### config.mk
export PLATFORM = sky130hd
export DESIGN_NAME = cdb_arbiter
export DESIGN_NICKNAME = d
export VERILOG_FILES = /design/src/rtl/cdb_arbiter.sv
export SDC_FILE = /design/constraint.sdc
export NUM_CORES = 1
export LEC_CHECK = 0
export CAP_MARGIN = 20
export CORE_ASPECT_RATIO = 2
export CORE_MARGIN = 2
export CORE_UTILIZATION = 24
export CTS_CLUSTER_SIZE = 16
export DETAILED_ROUTE_END_ITERATION = 8
export GPL_TIMING_DRIVEN = 1
export PLACE_DENSITY = 0.58
export SKIP_CTS_REPAIR_TIMING = 1
export SLEW_MARGIN = 25
export SYNTH_ARGS = -nofsm -noshare
export SYNTH_HDL_FRONTEND = slang
export SYNTH_SLANG_ARGS = --single-unit
### constraint.sdc
create_clock -name clock -period 2.7 [get_ports clock]
set_input_delay 0.405 -clock clock [delete_from_list [all_inputs] [get_ports clock]]
set_output_delay 0.405 -clock clock [all_outputs]
set_load 0.03 [all_outputs]
### src/rtl/cdb_arbiter.sv
// Round-robin owner of the common data bus: picks one ready functional unit
// per cycle and drives the registered CDB broadcast plus statistics.
module cdb_arbiter #(
    parameter int N      = 3,
    parameter int TAG_W  = 6,
    parameter int DATA_W = 32,
    parameter int CNT_W  = 16
) (
    input  logic                clock,
    input  logic                reset_n,
    input  logic [N-1:0]        rts,
    input  logic [N*TAG_W-1:0]  src_tags,
    input  logic [N*DATA_W-1:0] src_data,
    input  logic                stall,
    output logic [N-1:0]        xmit,
    output logic                CDB_write,
    output logic [TAG_W-1:0]    CDB_source,
    output logic [DATA_W-1:0]   CDB_data,
    output logic                tag_error,
    output logic [CNT_W-1:0]    broadcast_count
);

    localparam int PW = (N > 1) ? $clog2(N) : 1;

    logic [PW-1:0]     ptr;
    logic [PW-1:0]     win;
    logic [PW-1:0]     win_next;
    logic [PW-1:0]     idx;
    logic              found;
    logic              grant;
    logic [N-1:0]      eligible;
    logic [TAG_W-1:0]  tag_arr  [N];
    logic [DATA_W-1:0] data_arr [N];

    // A unit on the bus this cycle sits out the edge that ends it.
    assign eligible = rts & ~xmit;

    always_comb begin
        for (int i = 0; i < N; i++) begin
            tag_arr[i]  = src_tags[i*TAG_W +: TAG_W];
            data_arr[i] = src_data[i*DATA_W +: DATA_W];
        end
    end

    always_comb begin
        found = 1'b0;
        win   = '0;
        idx   = '0;
        for (int k = 0; k < N; k++) begin
            idx = PW'((int'(ptr) + k) % N);
            if (!found && eligible[idx]) begin
                found = 1'b1;
                win   = idx;
            end
        end
    end

    assign grant    = found && !stall;
    assign win_next = (win == PW'(N - 1)) ? '0 : win + 1'b1;

    always_ff @(posedge clock or negedge reset_n) begin
        if (!reset_n) begin
            xmit            <= '0;
            CDB_write       <= 1'b0;
            CDB_source      <= '0;
            CDB_data        <= '0;
            tag_error       <= 1'b0;
            broadcast_count <= '0;
            ptr             <= '0;
        end else if (grant) begin
            xmit       <= N'(1) << win;
            CDB_write  <= 1'b1;
            CDB_source <= tag_arr[win];
            CDB_data   <= data_arr[win];
            tag_error  <= (tag_arr[win] == '0);
            ptr        <= win_next;
            if (broadcast_count != '1)
                broadcast_count <= broadcast_count + 1'b1;
        end else begin
            // Source and data hold; consumers qualify them with CDB_write.
            xmit      <= '0;
            CDB_write <= 1'b0;
            tag_error <= 1'b0;
        end
    end

endmodule

==> results_dict.tcl <==
set metrics [dict create \
    status "finished, final reports clean" \
    cp-start-kind "flop" \
    vias_per_cell 4.819 \
    wl_per_cell_um 16.26 \
    routed_wl_mm 12.70 \
    grt_pass1_wl_mm 19.32 \
    dpl_cell_area_um2 5784 \
    arrival_ns 2.88 \
    ys_ff_latch 61 \
    grt_max_degree 50 \
    cp_max_fo 5 \
    setup.worst_path.class "reg -> reg" \
    cap_violations 0 \
    synthCells 383 \
    htreeDepth 3 \
    placementRows 62 \
    clock-sinks 61 \
    peakVddDrop_mv 0.4420 \
    die_w_um 89.51 \
    avgSynthCellArea_um2 9.163 \
    fin_crit_sh_pct 96.98 \
    place_ws_ns -0.2012 \
    drt_iter0_drc 111 \
    area_growth_pct 78.82 \
    fin_area_um2 6276 \
    vias 3764 \
    ff_latch_area_um2 1526 \
    hold_class "in -> async" \
    tritoncts "built" \
    power_leakage_nw 2.705 \
    whs_ns 0.1306 \
    p_seq_share_pct 20.0 \
    cts-root-buf "clkbuf_16" \
    setup_viol 0 \
    rsz0062_at_grt "yes" \
    dp.cells 762 \
    yosysWarnings 0 \
    drc 0 \
    drtAntennaViolNets 0 \
    synth_top_area_share_pct 43.49 \
    utilization_pct 43.73 \
    yosysMostFrequentCell "dfrtp_1" \
    synth_edf_count 0 \
    p_int_mw 4.560 \
    fmax_mhz 381.9 \
    yosysTopAreaCell "dfrtp_1" \
    multi_input_area_um2 1906 \
    power_density_nw_per_um2 1261 \
    io_pins 179 \
    synth.area.top_cells "dfrtp_1 (43%), a311oi_1 (8.0%), a21o_1 (7.3%)" \
    reg2reg_depth 10 \
    yosys-top-cells-count "dfrtp_1 (61), nand2_1 (52), nor2_1 (40), o21ai_0 (40), a21o_1 (34)" \
    worst_ep_required_time_ns 2.96 \
    clock_latency_ns 0.33 \
    setup_slack_ns 0.08147 \
    nets 708 \
    clkPwrFrac_pct 16.8 \
    synth_area_um2 3510 \
    drt_first_pass_iters 4 \
    io_buffers 178 \
    syn_nets 508 \
    maxSlewViolCount 0 \
    p_total_mw 7.915 \
    tightest_slew_ns 0.7125 \
    antenna_found_initial 1 \
    fin_crit_ns 2.619 \
    power_switching_mw 3.355 \
    grt.total_usage_pct 16.31 \
    layout-drive-gt1-share_pct 14.29 \
    coreArea_um2 14350 \
    cts.path.max_buffers 2 \
    seq_area_frac_synth_pct 43.49 \
    dp_hpwl_mm 9.914 \
    fin_cells 781 \
    ys.flop_type "dfrtp_1" \
    swShare_pct 42.39 \
    routabilityCongestion 0.8409 \
    synthArstFlopShare_pct 100.0 \
    endpoint_kind "flop" \
    final-hold-violation-count 0 \
    n_fill_cell 1383 \
    synth_cell_type_count 43 \
    cts_made_buffers 9 \
    start_util_pct 24.46 \
    finClkSkew_ns 0.006818 \
    clk_pin_slew_worst_paths_ns 0.05 \
    grt_pass1_vias 3845 \
    combPwrFrac_pct 63.2 \
    max_slew_margin_pct 52.50 \
    die_area_um2 15670 \
    grt_remaining_overflow 0 \
    fin_setup_tns_ns 0 \
    die_h_um 175.0 \
]
-- worst paths after layout --
path                             start           end  slack (ns)
max                             ptr[0]     tag_error        0.08
min                            reset_n  CDB_data[26]        0.13
max reg2reg                     ptr[0]     tag_error        0.08
min reg2reg                CDB_data[6]   CDB_data[6]        0.48
max in group asynchronous      reset_n       xmit[0]        1.93
min in group clock         CDB_data[6]   CDB_data[6]        0.48
-- cell families after synthesis --
family	share of synthesized area, %
and+or+nand+nor	18.50
AOI/OAI and AO/OA	26.06
DFF	43.49
buffers and inverters	5.383
xor gates and xnor gates	3.494
adders and majority gates	1.783
muxes	1.283
-- cell usage in the layout (no fill, tap or decap), types with 2 or more instances in the layout --
cell,instances
clkbuf_16,10
and2_1,2
a21oi_1,3
a31oi_1,4
a21o_1,34
inv_1,5
a311oi_1,29
o21ai_0,40
nand2_1,51
a311oi_2,3
buf_12,8
or3b_1,3
a31o_1,3
nand3_1,12
xor2_1,2
nand4_1,3
buf_4,30
inv_2,2
nor3_1,3
nand4bb_1,2
and3_1,2
mux2_2,4
nand3b_1,3
clkinv_4,3
ha_4,2
bufinv_16,3
xnor2_1,12
dfrtp_1,61
ha_1,2
o21ai_1,3
clkdlybuf4s50_1,177
nor2_1,39
-- power groups by stage --
| stage | clock network [mW] | logic [mW] | registers (mW) |
|---|---|---|---|
| finish | 1.33 | 5.00 | 1.58 |
| global route | 1.42 | 5.37 | 1.63 |
| CTS | 1.37 | 4.79 | 1.58 |
| detailed placement | 0 | 4.78 | 1.59 |
| global placement | 0 | 4.70 | 1.58 |
| floorplan | 0 | 2.07 | 2.26 |
-- area by class of cell --
class                      instances  share of cell area (%)
antenna                            1                 0.03987
clock buffer                       9                   3.589
clock inverter                     7                   1.974
inverter                           7                  0.4187
multi-input combinational        285                   30.36
sequential                        61                   24.32
tap                              192                   3.828
timing repair buffer             219                   35.47
-- flip-flops by register name (all words and copies together), names as in the netlist --
register / count
broadcast_count: 16
xmit: 3
tag_error: 1
CDB_source: 6
CDB_write: 1
CDB_data: 32
ptr: 2
-- per-layer routing --
metal	part of all wire [%]	routed length, µm	global-route usage, %	vias up
met5	0	0	0	-
met4	4.1	517	8.147	0
met3	5.0	638	3.826	30
met2	55	7004	29.75	128
met1	36	4536	16.51	1819
li1	-	-	-	1787
-- worst max-delay path, stage by stage, from the launching register on --
cell and delay, ns:
dfrtp_1 0.40, inv_2 0.09, ha_4 0.23, or3b_1 0.35, a21bo_1 0.25, or3_1 0.36
nand3_1 0.11, a31oi_1 0.13, nor4_2 0.32, buf_4 0.16, and4_1 0.15
No activity file was read; power rests on OpenSTA's default activity.
